--- src/rtl/virtual_input_pkg.sv ---
// +----------------------------------------------------------------------------+
// | virtual_input_pkg : shared constants and parser state type for the virtual |
// | input command receiver.                                     Revision: 1.0  |
// +----------------------------------------------------------------------------+
`default_nettype none

package virtual_input_pkg;

   localparam logic [7:0] CHAR_T    = 8'h54;
   localparam logic [7:0] CHAR_R    = 8'h52;
   localparam logic [7:0] CHAR_T_LC = 8'h74;
   localparam logic [7:0] CHAR_R_LC = 8'h72;
   localparam logic [7:0] CHAR_CR   = 8'h0D;
   localparam logic [7:0] CHAR_LF   = 8'h0A;
   localparam logic [7:0] CHAR_0    = 8'h30;
   localparam logic [7:0] CHAR_9    = 8'h39;

   localparam logic [4:0] IDX_RESET_ALL = 5'd31;

   typedef enum logic [2:0] {
      ST_IDLE,
      ST_T_D1,
      ST_T_D0,
      ST_T_CR,
      ST_R_CR,
      ST_SETUP,
      ST_PULSE,
      ST_GUARD
   } parser_state_e;

   function automatic logic is_digit(input logic [7:0] c);
      return (c >= CHAR_0) && (c <= CHAR_9);
   endfunction

endpackage

`default_nettype wire

--- src/rtl/uart_rx_8n1.sv ---
// +----------------------------------------------------------------------------+
// | uart_rx_8n1 : 8N1 UART receiver with 2-FF input synchronizer, start-bit    |
// | glitch rejection and stop-bit framing check.                Revision: 1.0  |
// +----------------------------------------------------------------------------+
`default_nettype none

module uart_rx_8n1 #(
   parameter int CLKS_PER_BIT = 434
) (
   input  logic       clk,
   input  logic       reset,
   input  logic       rx,
   output logic [7:0] data,
   output logic       byte_valid,
   output logic       frame_err
);

   localparam int CW = (CLKS_PER_BIT > 1) ? $clog2(CLKS_PER_BIT) : 1;
   localparam logic [CW-1:0] HALF_M1 = CW'(CLKS_PER_BIT / 2 - 1);
   localparam logic [CW-1:0] FULL_M1 = CW'(CLKS_PER_BIT - 1);

   typedef enum logic [1:0] {RX_IDLE, RX_START, RX_DATA, RX_STOP} rx_state_e;

   rx_state_e     state_q, state_d;
   logic [2:0]    sync_q, sync_d;
   logic [CW-1:0] cnt_q, cnt_d;
   logic [2:0]    bit_q, bit_d;
   logic [7:0]    shift_q, shift_d;
   logic          valid_q, valid_d;
   logic          ferr_q, ferr_d;
   logic          line;

   // sync_q[1] is the synchronized line, sync_q[2] its previous value
   assign line = sync_q[1];

   always_ff @(posedge clk) begin
      if (reset) begin
         state_q <= RX_IDLE;
         sync_q  <= 3'b111;
         cnt_q   <= '0;
         bit_q   <= '0;
         shift_q <= '0;
         valid_q <= 1'b0;
         ferr_q  <= 1'b0;
      end else begin
         state_q <= state_d;
         sync_q  <= sync_d;
         cnt_q   <= cnt_d;
         bit_q   <= bit_d;
         shift_q <= shift_d;
         valid_q <= valid_d;
         ferr_q  <= ferr_d;
      end
   end

   always_comb begin
      state_d = state_q;
      sync_d  = {sync_q[1:0], rx};
      cnt_d   = cnt_q;
      bit_d   = bit_q;
      shift_d = shift_q;
      valid_d = 1'b0;
      ferr_d  = 1'b0;
      case (state_q)
         RX_IDLE: begin
            if (sync_q[2] && !line) begin
               state_d = RX_START;
               cnt_d   = '0;
            end
         end
         RX_START: begin
            if (cnt_q == HALF_M1) begin
               cnt_d   = '0;
               bit_d   = '0;
               state_d = line ? RX_IDLE : RX_DATA;
            end else begin
               cnt_d = cnt_q + CW'(1);
            end
         end
         RX_DATA: begin
            if (cnt_q == FULL_M1) begin
               cnt_d   = '0;
               shift_d = {line, shift_q[7:1]};
               if (bit_q == 3'd7) state_d = RX_STOP;
               else               bit_d   = bit_q + 3'd1;
            end else begin
               cnt_d = cnt_q + CW'(1);
            end
         end
         RX_STOP: begin
            if (cnt_q == FULL_M1) begin
               state_d = RX_IDLE;
               valid_d = line;
               ferr_d  = !line;
            end else begin
               cnt_d = cnt_q + CW'(1);
            end
         end
         default: state_d = RX_IDLE;
      endcase
   end

   assign data       = shift_q;
   assign byte_valid = valid_q;
   assign frame_err  = ferr_q;

endmodule

`default_nettype wire

--- src/rtl/virtual_input_cmd_rx.sv ---
// +----------------------------------------------------------------------------+
// | virtual_input_cmd_rx : decodes "Tdd<CR>" / "R<CR>" UART commands into a   |
// | target index and a spaced control strobe.                   Revision: 1.0  |
// +----------------------------------------------------------------------------+
`default_nettype none

module virtual_input_cmd_rx
   import virtual_input_pkg::*;
#(
   parameter int CLK_HZ      = 50000000,
   parameter int BAUD        = 115200,
   parameter int PULSE_LEN   = 4,
   parameter int NUM_TARGETS = 22
) (
   input  logic       clk,
   input  logic       reset,
   input  logic       uart_rx,
   output logic [4:0] number,
   output logic       control,
   output logic       busy,
   output logic       cmd_ok,
   output logic       cmd_err
);

   localparam int CLKS_PER_BIT = CLK_HZ / BAUD;
   localparam int PW = (PULSE_LEN > 1) ? $clog2(PULSE_LEN) : 1;
   localparam logic [PW-1:0] PULSE_M1 = PW'(PULSE_LEN - 1);
   localparam logic [6:0] NUM_T7 = 7'(NUM_TARGETS);

   logic [7:0] rx_data;
   logic       rx_valid;
   logic       rx_ferr;

   uart_rx_8n1 #(.CLKS_PER_BIT(CLKS_PER_BIT)) u_rx (
      .clk       (clk),
      .reset     (reset),
      .rx        (uart_rx),
      .data      (rx_data),
      .byte_valid(rx_valid),
      .frame_err (rx_ferr)
   );

   parser_state_e state_q, state_d;
   logic [3:0]    d1_q, d1_d, d0_q, d0_d;
   logic [4:0]    number_q, number_d;
   logic [PW-1:0] pcnt_q, pcnt_d;
   logic          control_q, control_d;
   logic          ok_q, ok_d, err_q, err_d;
   logic [6:0]    idx;
   logic          is_t, is_r, is_cr;

   // Range check happens on the full 7-bit value so 32..99 cannot alias
   assign idx   = 7'(d1_q) * 7'd10 + 7'(d0_q);
   assign is_t  = (rx_data == CHAR_T) || (rx_data == CHAR_T_LC);
   assign is_r  = (rx_data == CHAR_R) || (rx_data == CHAR_R_LC);
   assign is_cr = (rx_data == CHAR_CR);
   assign busy  = (state_q == ST_SETUP) || (state_q == ST_PULSE) || (state_q == ST_GUARD);

   always_ff @(posedge clk) begin
      if (reset) begin
         state_q   <= ST_IDLE;
         d1_q      <= '0;
         d0_q      <= '0;
         number_q  <= IDX_RESET_ALL;
         pcnt_q    <= '0;
         control_q <= 1'b0;
         ok_q      <= 1'b0;
         err_q     <= 1'b0;
      end else begin
         state_q   <= state_d;
         d1_q      <= d1_d;
         d0_q      <= d0_d;
         number_q  <= number_d;
         pcnt_q    <= pcnt_d;
         control_q <= control_d;
         ok_q      <= ok_d;
         err_q     <= err_d;
      end
   end

   always_comb begin
      state_d  = state_q;
      d1_d     = d1_q;
      d0_d     = d0_q;
      number_d = number_q;
      pcnt_d   = pcnt_q;
      ok_d     = 1'b0;
      err_d    = rx_ferr || (rx_valid && busy);
      case (state_q)
         ST_IDLE: if (rx_valid) begin
            if (is_t)                                      state_d = ST_T_D1;
            else if (is_r)                                 state_d = ST_R_CR;
            else if (!is_cr && (rx_data != CHAR_LF))       err_d   = 1'b1;
         end
         ST_T_D1: if (rx_valid) begin
            if (is_digit(rx_data)) begin
               d1_d    = rx_data[3:0];
               state_d = ST_T_D0;
            end else begin
               err_d   = 1'b1;
               state_d = ST_IDLE;
            end
         end
         ST_T_D0: if (rx_valid) begin
            if (is_digit(rx_data)) begin
               d0_d    = rx_data[3:0];
               state_d = ST_T_CR;
            end else begin
               err_d   = 1'b1;
               state_d = ST_IDLE;
            end
         end
         ST_T_CR: if (rx_valid) begin
            if (is_cr && (idx < NUM_T7)) begin
               number_d = idx[4:0];
               ok_d     = 1'b1;
               state_d  = ST_SETUP;
            end else begin
               err_d   = 1'b1;
               state_d = ST_IDLE;
            end
         end
         ST_R_CR: if (rx_valid) begin
            if (is_cr) begin
               number_d = IDX_RESET_ALL;
               ok_d     = 1'b1;
               state_d  = ST_SETUP;
            end else begin
               err_d   = 1'b1;
               state_d = ST_IDLE;
            end
         end
         ST_SETUP: begin
            pcnt_d  = '0;
            state_d = ST_PULSE;
         end
         ST_PULSE, ST_GUARD: begin
            if (pcnt_q == PULSE_M1) begin
               pcnt_d  = '0;
               state_d = (state_q == ST_PULSE) ? ST_GUARD : ST_IDLE;
            end else begin
               pcnt_d = pcnt_q + PW'(1);
            end
         end
         default: state_d = ST_IDLE;
      endcase
      control_d = (state_d == ST_PULSE);
   end

   assign number  = number_q;
   assign control = control_q;
   assign cmd_ok  = ok_q;
   assign cmd_err = err_q;

endmodule

`default_nettype wire

--- config.mk ---
export PLATFORM = sky130hd
export DESIGN_NAME = virtual_input_cmd_rx
export DESIGN_NICKNAME = d
export VERILOG_FILES = /design/src/rtl/virtual_input_pkg.sv /design/src/rtl/uart_rx_8n1.sv /design/src/rtl/virtual_input_cmd_rx.sv
export SDC_FILE = /design/constraint.sdc
export NUM_CORES = 1
export LEC_CHECK = 0
export BUFFER_PORTS_ARGS = -buffer_cell sky130_fd_sc_hd__buf_2
export CAP_MARGIN = 20
export CORE_MARGIN = 5
export CORE_UTILIZATION = 47
export CTS_CLUSTER_SIZE = 24
export DETAILED_ROUTE_END_ITERATION = 8
export PLACE_DENSITY_LB_ADDON = 0.25
export SYNTH_ARGS = -nofsm -noshare
export SYNTH_HDL_FRONTEND = slang
export SYNTH_HIERARCHICAL = 1
export SYNTH_SLANG_ARGS = --single-unit
--- constraint.sdc ---
create_clock -name clk -period 2.97 [get_ports clk]
set_input_delay 0.4455 -clock clk [delete_from_list [all_inputs] [get_ports clk]]
set_output_delay 0.4455 -clock clk [all_outputs]
set_load 0.01 [all_outputs]
Word level (Yosys, flattened, before mapping) --
Index checks and enable logic that the tools add are counted.
Operators by class: eq/ne operators 32, $lt $le $gt $ge 3, shift-type cells 0, reductions and logical operators 27, $mul 1, multiplexer cells 53, divide/modulo/power cells 0, bitwise operators 2, add/sub/neg operators 4
Operators by type and width (count):
- $mux W3 | 14
- $mux W9 | 4
- $pmux W9 S4 | 1
- $eq A8 B7 Y1 const B | 4
- $pmux W3 S7 | 1
- $mux W5 | 4
- $eq A3 B3 Y1 const B | 6
- $mux W2 | 9
- $mux W1 | 14
- $ne A2 B1 Y1 const B | 7
- $pmux W5 S2 | 1
- $reduce_and A5 Y1 | 2
- $add A9 B1 Y9 const B | 1
- $eq A9 B8 Y1 const B | 1
- $eq A9 B9 Y1 const B | 1
- $eq A8 B4 Y1 const B | 1
- $ge A8 B6 Y1 const B | 1
- $le A8 B6 Y1 const B | 1
- $ne A2 B2 Y1 const B | 4
- $ne A8 B4 Y1 const B | 1
- $pmux W2 S4 | 1
- $add A7 B4 Y7 | 1
- $lt A7 B5 Y1 const B | 1
- $eq A2 B2 Y1 const B | 3
- other kinds (22) | 38
Storage, ports and cells: word-level logic and storage cells 137, input port bits 3, output and inout port bits 9, memories 0, register bits 48, RAM bits 0, ROM bits 0, bits in latches 0

Longest topological paths before layout --
Gate-level depths: netlist of run 1.
word-level depth 10, gate-level depth with buffers 9

By module --
Netlist of run 1, hierarchy kept.
By module, submodules not included:
- virtual_input_cmd_rx | instances 1, area each 1403.8 µm², seq. area each 420.4 µm², cells each 165
- uart_rx_8n1 | instances 1, area each 1290.0 µm², seq. area each 540.5 µm², cells each 140

Least setup slack after synthesis of run 1 --
OpenSTA, ideal clock, no wires.
kind register to register, start register d1_q[0], end register state_q[2] (netlist name), arrival 2.453 ns, path slack 0.446 ns, setup time 0.071 ns, buffers on the path 0, required time 2.899 ns, cell stages (with the launch flop) 10, clock period less this slack 2.524 ns, path through dfxtp_1 -> ha_1 -> inv_1 -> fa_1 -> nand2b_1 -> a2bb2oi_1 -> o32a_1 -> o311a_4 -> or4_4 -> a21oi_1
RTL lines:
- start: declaration | line virtual_input_cmd_rx.sv:44 | logic [3:0] d1_q, d1_d, d0_q, d0_d;
- start signal: assignment | line virtual_input_cmd_rx.sv:62 | d1_q <= '0;
- start signal: assignment | line virtual_input_cmd_rx.sv:71 | d1_q <= d1_d;

Worst setup path after layout of run 1 --
start register d1_q[0], end register number_q[1] (netlist: number[1])
On the way: longest elaborated chain between the ends 6, elaborated cells between the ends (all ways) 9
RTL lines:
- $mul A4 B3 Y6 * | line virtual_input_cmd_rx.sv:53 | assign idx = 7'(d1_q) * 7'd10 + 7'(d0_q);
- $add A7 B4 Y7 * | line virtual_input_cmd_rx.sv:53
- $lt A7 B5 Y1 | line virtual_input_cmd_rx.sv:114 | if (is_cr && (idx < NUM_T7)) begin
- $logic_and A1 B1 Y1 | line virtual_input_cmd_rx.sv:114
- $ne A2 B2 Y1 (no source line)
- $reduce_and A5 Y1 (no source line)
- end signal: assignment | line virtual_input_cmd_rx.sv:73 | number_q <= number_d;
- end: declaration | line virtual_input_cmd_rx.sv:45 | logic [4:0] number_q, number_d;
Mark *: on every way between the ends. The rest lies on a longest branch, timed or not. The select of a mux whose other input is x is not followed. A chain may end at the register's enable or synchronous reset.

==> flow_summary.json, run 1 <==
{
  "status": "finished, final reports clean",
  "core_sq_um": 5540,
  "netlist_instances": 305,
  "dp.final_hpwl_mm": 3.71,
  "cp-end-kind": "flip-flop",
  "p_leak_nw": 1.09,
  "n_fill_cell": 526,
  "drt_pass1_iterations": 4,
  "hold_path_class": "input port to flip-flop",
  "h-tree-depth": 2,
  "critical_path_class": "flip-flop to flip-flop",
  "slew_viol_final": 0,
  "synth.ff_latch_count": 48,
  "syn_area_sq_um": 2690,
  "cts-buffers-inserted": 5,
  "cts_sinks": 48,
  "pin_count": 12,
  "gp_congestion": 0.802,
  "nets": 327,
  "post_drt_wl_per_cell_um": 13.2,
  "cts_tree": "done",
  "grt_pass1_wl_mm": 9.19,
  "period_share_pct": 92.7,
  "grtUsageMet3_pct": 3.55,
  "cap_violations": 0,
  "synth_area_leaders": "dfxtp_1 36%, mux2i_1 7.8%, ha_1 5.6%",
  "grt_remaining_overflow": 0,
  "hold_violations": 0,
  "die_y_um": 85.7,
  "gr-max-usage-layer": "met2",
  "worstMarginPinSlew_ps": 658,
  "die_w_um": 85.7,
  "arrival_ps": 2980,
  "ir_drop_uv": 187,
  "met2_usage_pct": 25.8,
  "postRouteAntennaNets": 0,
  "multi_input_area_sq_um": 1620,
  "via_count": 2149,
  "synth_edf_count": 0,
  "critPathRequiredTime_ps": 3200,
  "yosysTopAreaCell": "dfxtp_1",
  "dieArea_sq_um": 7350,
  "synthFlopType": "dfxtp_1",
  "r2r_slack_ps": 220,
  "slew_headroom_pct": 56.1,
  "via_per_inst": 5.61,
  "period_minus_slack_ps": 2750,
  "root_buffer": "clkbuf_8",
  "grt_max_degree": 38,
  "synthArstFlopShare_pct": 0,
  "start_util_pct": 48.6,
  "postCtsSetupBuffers": 0,
  "ctsHoldBuffers": 0,
  "core.rowCount": 27,
  "grt_usage_pct": 14.9,
  "critical_path_peak_fanout": 5,
  "start_kind": "flip-flop",
  "antenna_found_initial": 0,
  "ctsResizeCount": 0,
  "insertion_delay_ps": 300,
  "drtIter0Drc": 103,
  "utilization_pct": 51.9,
  "synthesis.nets": 322,
  "setup_violations": 0,
  "diodes": 0,
  "cts.path.max_buffers": 2,
  "p_per_area_nw_per_um2": 393,
  "clk_pin_slew_ps": 90,
  "synth_warnings": 6,
  "netlist-cell-type-count": 64,
  "routed_wirelength_mm": 5.05,
  "setup-tns-final_ps": 0,
  "io_buffers": 11,
  "fmax_mhz": 363,
  "drive_gt1_share_pct": 12.2,
  "finClkSkew_ps": 4.44,
  "yosysSeqAreaShare_pct": 35.7,
  "seqCellArea_sq_um": 961,
  "grt_util_met1_pct": 18.2,
  "whs_ps": 323,
  "grt_pass1_vias": 2108,
  "grt_setup_unrepaired": "false",
  "postSynthAreaPerCell_sq_um": 8.83,
  "route.detailed.drc": 0,
  "syn_to_final_growth_pct": 6.83,
  "synth_top_area_share_pct": 35.7
}
-- through the flow --
stage                     cells  setup slack [ps]  cell area (sq um)  total power, W
after global placement      375               343               2780        0.000733
after global routing        383              38.3               2880         0.00119
final                       383               216               2880         0.00113
after CTS                   383               209               2880         0.00115
after detailed placement    375               231               2780        0.000734
after floorplan             305               446               2690        0.000720
-- report_power, final --
group	switching, W	internal, W	total [W]
combinational	0.0000371	0.0000212	0.0000583
clock	0.000224	0.000191	0.000414
sequential	0.0000100	0.000650	0.000660
-- flip-flops by register name (all words and copies together), names as in the netlist, 2 cells and up, named ones only --
| signal | flops |
|---|---|
| d0_q | 4 |
| d1_q | 4 |
| number | 5 |
| pcnt_q | 2 |
| state_q | 3 |
| u_rx/bit_q | 3 |
| u_rx/cnt_q | 9 |
| u_rx/data | 8 |
| u_rx/sync_q | 3 |
-- worst max-delay path, cell delays in order, from the launching register on --
cell	delay [ps]
dfxtp_1	370
ha_1	200
inv_1	60
fa_1	430
nand2b_1	210
a2bb2oi_1	140
o32a_1	180
o311a_4	390
nor4_4	440
mux2i_1	260
-- cell type report --
class	count	area share [%]
clock buffers	6	2.87
clock inverters	2	0.478
inverters	14	1.83
multi-input cells	229	56.1
flip-flops and latches	48	33.4
well taps	72	3.13
repair buffers	12	2.17
-- cell usage after synthesis (7+ instances only) --
library cell / number
a211oi_1: 7
a21oi_1: 20
clkbuf_1: 11
dfxtp_1: 48
ha_1: 12
inv_1: 14
mux2i_1: 21
nand2_1: 19
nand3_1: 9
nor2_1: 40
nor2b_1: 8
nor3_1: 11
xnor2_1: 7
-- cells in the final DEF, fill, tap and decap left out, types with 3 or more instances in the layout --
cell      instances
nand2b_1          5
nor4_1            4
xnor2_1           7
nand3_1           9
o22ai_1           3
o21ai_0           3
clkbuf_8          6
mux2i_1          21
a21oi_1          20
nand2_1          19
or2_2             5
a211oi_1          7
buf_2            11
nor3_1           11
dfxtp_1          48
nor2_1           40
nor2b_1           8
inv_1            14
ha_1             12
-- logic make-up after synthesis --
group                      Yosys count  synth area share, %
AOI/OAI and AO/OA                   59                 15.7
xor gates and xnor gates             8                 2.60
adders and majority gates           14                 7.06
buffers and inverters               28                 4.37
DFF                                 48                 35.7
muxes                               21                 7.80
and+or+nand+nor                    127                 26.8
-- per-layer routing --
layer,vias up,wire [um]
met5,-,0
met4,0,43
met3,4,167
met2,33,2430
met1,1004,2410
li1,1108,-
-- path summary, 6_finish.rpt --
path                                startpoint              to  cells past startpoint
worst max-delay path                   d1_q[0]       number[1]                      9
worst min-delay path                   uart_rx  u_rx/sync_q[0]                      2
worst max register to register         d1_q[0]       number[1]                      9
worst min register to register  u_rx/sync_q[0]  u_rx/sync_q[1]                      1
Power figures use the tool's default switching activity.
==> inputs of run 2 (changes only) <==
SYNTH_HIERARCHICAL = default   (was 1)
==> flow_summary.json, run 2 <==
{
  "die_y_um": 85.2,
  "grt_max_degree": 39,
  "core_sq_um": 5510,
  "path_common_cell": "ha_1",
  "netlist-cell-type-count": 61,
  "ir_drop_uv": 354,
  "period_share_pct": 84.5,
  "cts_sinks": 48,
  "final_common_cell": "nor2_1",
  "hold_path_class": "input port to flip-flop",
  "syn_to_final_growth_pct": 7.43,
  "r2r_slack_ps": 460,
  "clk_pin_slew_ps": 90,
  "ctsResizeCount": 0,
  "yosysSeqAreaShare_pct": 36.1,
  "io_buffers": 11,
  "synth.ff_latch_count": 48,
  "p_switching_w": 0.000258,
  "antenna_found_initial": 0,
  "power_frac_seq_pct": 55.7,
  "grt_pass1_vias": 1860,
  "period_minus_slack_ps": 2510,
  "worstMarginPinSlew_ps": 677,
  "gr-max-usage-layer": "met2",
  "cts_tree": "done",
  "syn_area_sq_um": 2660,
  "ctsHoldBuffers": 0,
  "p_per_area_nw_per_um2": 410,
  "cts.path.max_buffers": 2,
  "diodes": 0,
  "dieArea_sq_um": 7260,
  "postSynthAreaPerCell_sq_um": 8.81,
  "cp_num_buf_inv": 0,
  "hold_depth": 2,
  "routed_wirelength_mm": 4.86,
  "hold_violations": 0,
  "cap_violations": 0,
  "worstPathCellList": "ha_1 -> ha_1 -> fa_1 -> xor2_1 -> nand4_1 -> nor3_1 -> o211ai_2 -> nor2_8 -> mux2i_1",
  "pin_count": 12,
  "critPathRequiredTime_ps": 3210,
  "worstHoldEndpoint": "u_rx.sync_q[0]",
  "hold_start": "uart_rx",
  "setup-tns-final_ps": 0,
  "arrival_ps": 2750,
  "p_leak_nw": 1.23,
  "slew_viol_final": 0,
  "slowest_delay_ps": 430,
  "largest_reg_flops": 9,
  "via_count": 2019,
  "grt_util_met1_pct": 20.6,
  "h-tree-depth": 2,
  "start_kind": "flip-flop",
  "grt_setup_unrepaired": "false",
  "synth_warnings": 0,
  "synth_edf_count": 0,
  "drt_pass1_iterations": 4,
  "start_util_pct": 48.3,
  "grt_pass1_wl_mm": 8.70,
  "yosys-top-cells-count": "56 x nor2_1, 48 x dfxtp_1, 19 x mux2i_1",
  "cts-buffers-inserted": 5,
  "grt_remaining_overflow": 0,
  "netlist_instances": 302,
  "root_buffer": "clkbuf_8",
  "p_total_w": 0.00117,
  "core.rowCount": 27,
  "clockPowerShare_pct": 41.3,
  "switching_share_pct": 22.0,
  "crit_slowest_cell": "dfxtp_1",
  "gp_congestion": 0.767,
  "drive_gt1_share_pct": 13.9,
  "synthFlopType": "dfxtp_1",
  "dp.final_hpwl_mm": 3.55,
  "route.detailed.drc": 0,
  "status": "finished, final reports clean",
  "nets": 325,
  "postRouteAntennaNets": 0,
  "r2r-start": "d1_q[1]",
  "finClkSkew_ps": 4.93,
  "slew_headroom_pct": 54.9,
  "synth_top_area_share_pct": 36.1,
  "largest-register": "u_rx.cnt_q",
  "critical_path_class": "flip-flop to flip-flop",
  "post_drt_wl_per_cell_um": 12.8,
  "insertion_delay_ps": 300,
  "synth_most_common_cell": "nor2_1",
  "drtIter0Drc": 81,
  "combPwrFrac_pct": 3.0,
  "via_per_inst": 5.30,
  "synthArstFlopShare_pct": 0,
  "cp_top_family": "adder cells",
  "fmax_mhz": 398,
  "reg2regPathDepth": 9,
  "postCtsSetupBuffers": 0,
  "synthesis.nets": 319,
  "setup_violations": 0,
  "met2_usage_pct": 22.1,
  "critical_path_peak_fanout": 6,
  "internal-power_w": 0.000913,
  "grtUsageMet3_pct": 3.01,
  "cp-end-kind": "flip-flop",
  "final_cell_mix": "56 x nor2_1, 48 x dfxtp_1, 19 x mux2i_1",
  "die_w_um": 85.2,
  "r2r-end": "number[4]",
  "synth_area_leaders": "dfxtp_1 36%, nor2_1 7.9%, mux2i_1 7.1%",
  "grt_usage_pct": 14.5,
  "yosysTopAreaCell": "dfxtp_1"
}
run 2: cell types whose count changed after synthesis, sizes merged, moves of 5 or more:
cell / before / now
nand3: 9 / 14
inv: 14 / 9
a21oi: 21 / 15
o21ai: 3 / 13
nor3: 13 / 8
nor2: 40 / 58
a211oi: 7 / 1
nor4: 6 / 1
clkbuf: 11 / 6
nand4: 2 / 9
run 2: worst max-delay path by stage:
| stage | startpoint | cells after the start | endpoint | slack [ps] |
|---|---|---|---|---|
| floorplan | d1_q[1] | 9 | number[0] | 640 |
| global placement | d1_q[1] | 9 | number[4] | 530 |
| detailed placement | d1_q[1] | 9 | number[4] | 460 |
| CTS | d1_q[1] | 9 | number[4] | 420 |
| global route | d1_q[1] | 9 | number[2] | 210 |
| finish | d1_q[1] | 9 | number[4] | 460 |
run 2: final cells by class:
| class | instances | area, sq um |
|---|---|---|
| timing repair buffer | 12 | 62.6 |
| sequential | 48 | 961 |
| clock buffer | 5 | 68.8 |
| fill | 533 | 2650 |
| tap | 72 | 90.1 |
| multi-input combinational | 232 | 1600 |
| inverter | 9 | 33.8 |
| clock inverter | 3 | 46.3 |
run 2: power by group through the flow:
stage               clock [W]  sequential, W  combinational [W]
detailed placement          0       0.000668          0.0000357
finish               0.000483       0.000653          0.0000348
floorplan                   0       0.000665          0.0000303
global route         0.000531       0.000654          0.0000400
CTS                  0.000505       0.000653          0.0000356
global placement            0       0.000667          0.0000358
run 2: metrics by stage:
| stage | std cells | area, sq um | utilization (%) | setup slack, ps | hold slack, ps |
|---|---|---|---|---|---|
| floorplan | 302 | 2660 | - | 644 | 389 |
| global placement | 373 | 2740 | 49.8 | 526 | 393 |
| global route | 381 | 2860 | 51.9 | 213 | 302 |
| finish | 381 | 2860 | 51.9 | 460 | 320 |
| CTS | 381 | 2860 | 51.9 | 424 | 306 |
| detailed placement | 373 | 2740 | 49.8 | 457 | 404 |
run 2: logic make-up (layout without fill, tap and decap cells):
logic type | after synthesis | count (layout) | share of synthesized area [%]
AO/OA/AOI/OAI | 50 | 50 | 14.6
XOR/XNOR | 9 | 9 | 2.96
adder cells (fa/ha/maj) | 14 | 14 | 7.15
buffers and inverters | 22 | 29 | 3.90
flip-flops | 48 | 48 | 36.1
multiplexers | 19 | 19 | 7.15
AND/OR/NAND/NOR | 140 | 140 | 28.1
run 2: layer usage:
metal	part of all wire (%)	vias to the layer above
li1	-	1070
met1	53	921
met2	44	22
met3	2.5	6
met4	1.2	0
met5	0	-
==> inputs of run 3 (changes only) <==
clock period = 2.2 ns   (was 2.97 ns; I/O delays follow)
==> flow_summary.json, run 3 (synthesized netlist as in run 2, its figures left out) <==
{
  "status": "finished, violations left",
  "violations": "negative setup slack",
  "die_y_um": 85.2,
  "grtUsageMet3_pct": 2.82,
  "cts_sinks": 48,
  "insertion_delay_ps": 290,
  "start_kind": "flip-flop",
  "gr-max-usage-layer": "met2",
  "fin_ws_ps": -4.16,
  "dpl_cell_area_sq_um": 2820,
  "root_buffer": "clkbuf_8",
  "cts.path.max_buffers": 2,
  "p_leak_nw": 1.26,
  "arrival_ps": 2430,
  "fmax_mhz": 454,
  "cap_violations": 0,
  "start_util_pct": 48.3,
  "met2_usage_pct": 23.0,
  "clk_pin_slew_ps": 80,
  "route.detailed.drc": 0,
  "grt_remaining_overflow": 0,
  "p_per_area_nw_per_um2": 538,
  "grt_pass1_wl_mm": 8.90,
  "grt_setup_unrepaired": "true",
  "gp_congestion": 0.816,
  "setup-tns-final_ps": -4.16,
  "reg2regPathDepth": 8,
  "critical_path_cell_count": 8,
  "utilization_pct": 54.4,
  "core.rowCount": 27,
  "dieArea_sq_um": 7260,
  "core_sq_um": 5510,
  "diodes": 0,
  "drive_gt1_share_pct": 18.7,
  "hold_violations": 0,
  "ctsHoldBuffers": 0,
  "grt_util_met1_pct": 20.8,
  "final-instance-count-excl-fill": 388,
  "period_share_pct": 100,
  "nets": 332,
  "post_drt_wl_per_cell_um": 12.9,
  "routed_wirelength_mm": 4.99,
  "crit_slowest_cell": "fa_1",
  "dp.final_hpwl_mm": 3.63,
  "worstPathCellList": "ha_1 -> fa_1 -> a21o_1 -> a21o_1 -> a21oi_4 -> o211ai_4 -> nor2_8 -> mux2i_1",
  "via_count": 2115,
  "hold_depth": 2,
  "design_area_sq_um": 2990,
  "grt_pass1_vias": 1983,
  "die_w_um": 85.2,
  "drtIter0Drc": 118,
  "cp_top_family": "compound AO/OA/AOI/OAI gates",
  "syn_to_final_growth_pct": 12.6,
  "grt_max_degree": 39,
  "io_buffers": 11,
  "drt_pass1_iterations": 4,
  "final_cell_mix": "56 x nor2_1, 46 x dfxtp_1, 19 x mux2i_1",
  "final_common_cell": "nor2_1",
  "hold_path_class": "input port to flip-flop",
  "path_common_cell": "a21o_1",
  "largest_reg_flops": 9,
  "grt_usage_pct": 14.6,
  "critical_path_peak_fanout": 6,
  "postRouteAntennaNets": 0,
  "cp-end-kind": "flip-flop",
  "slowest_delay_ps": 410,
  "critical_path_class": "flip-flop to flip-flop",
  "slew_viol_final": 0,
  "cts-buffers-inserted": 5,
  "largest-register": "u_rx.cnt_q",
  "slew_headroom_pct": 54.8,
  "placed_cells": 379,
  "antenna_found_initial": 0,
  "pin_count": 12,
  "cp_num_buf_inv": 0,
  "ir_drop_uv": 409,
  "via_per_inst": 5.45,
  "cts_tree": "done",
  "critPathRequiredTime_ps": 2430,
  "period_minus_slack_ps": 2200,
  "finClkSkew_ps": 2.94,
  "worstMarginPinSlew_ps": 679,
  "p_total_w": 0.00161,
  "h-tree-depth": 2,
  "setup_violations": 1
}
-- run 3: changes by cell type in the layout (fill, tap and decap cells not counted), moves of 2 or more --
cell / before / now
clkbuf_8: 5 / 7
ha_1: 12 / 9
dfxtp_1: 48 / 46
dfxtp_2: 0 / 2
buf_4: 1 / 8
ha_4: 0 / 2
-- run 3: final timing paths --
check | slack, ps | endpoint | start
setup / recovery | -4 | number[3] | d1_q[0]
setup reg to reg | -4 | number[3] | d1_q[0]
hold / removal | 220 | u_rx.sync_q[0] | uart_rx
hold reg to reg | 420 | u_rx.sync_q[1] | u_rx.sync_q[0]
-- run 3: repair_timing --
action	4_1_cts	5_1_grt
resized for setup	4	2
setup endpoints to repair	7	10
pin swaps	5	0
cloned	0	0
setup buffers	0	1
-- run 3: layout make-up --
cell class | instances | area [sq um]
Fill cell | 513 | 2510
Multi-Input combinational cell | 232 | 1670
Sequential cell | 48 | 963
Timing Repair Buffer | 19 | 115
Clock buffer | 7 | 96.3
Tap cell | 72 | 90.1
Inverter | 9 | 33.8
Clock inverter | 1 | 30.0
-- run 3: stage by stage --
| stage | worst slack (ps) | hold WS (ps) |
|---|---|---|
| floorplan | 11.1 | 389 |
| global placement | -47.9 | 393 |
| detailed placement | -76.6 | 398 |
| CTS | 6.03 | 209 |
| global route | -139 | 212 |
| finish | -4.16 | 217 |
-- run 3: power by group --
group          internal, W  switching [W]
logic            0.0000166      0.0000319
registers         0.000874     0.00000687
clock network     0.000401       0.000280
total              0.00129       0.000319
-- run 3: routing by layer --
metal | up-vias | part of all wire [%]
li1 | 1085 | -
met1 | 996 | 52
met3 | 9 | 3.0
met5 | - | 0
met4 | 0 | 0.98
met2 | 25 | 44
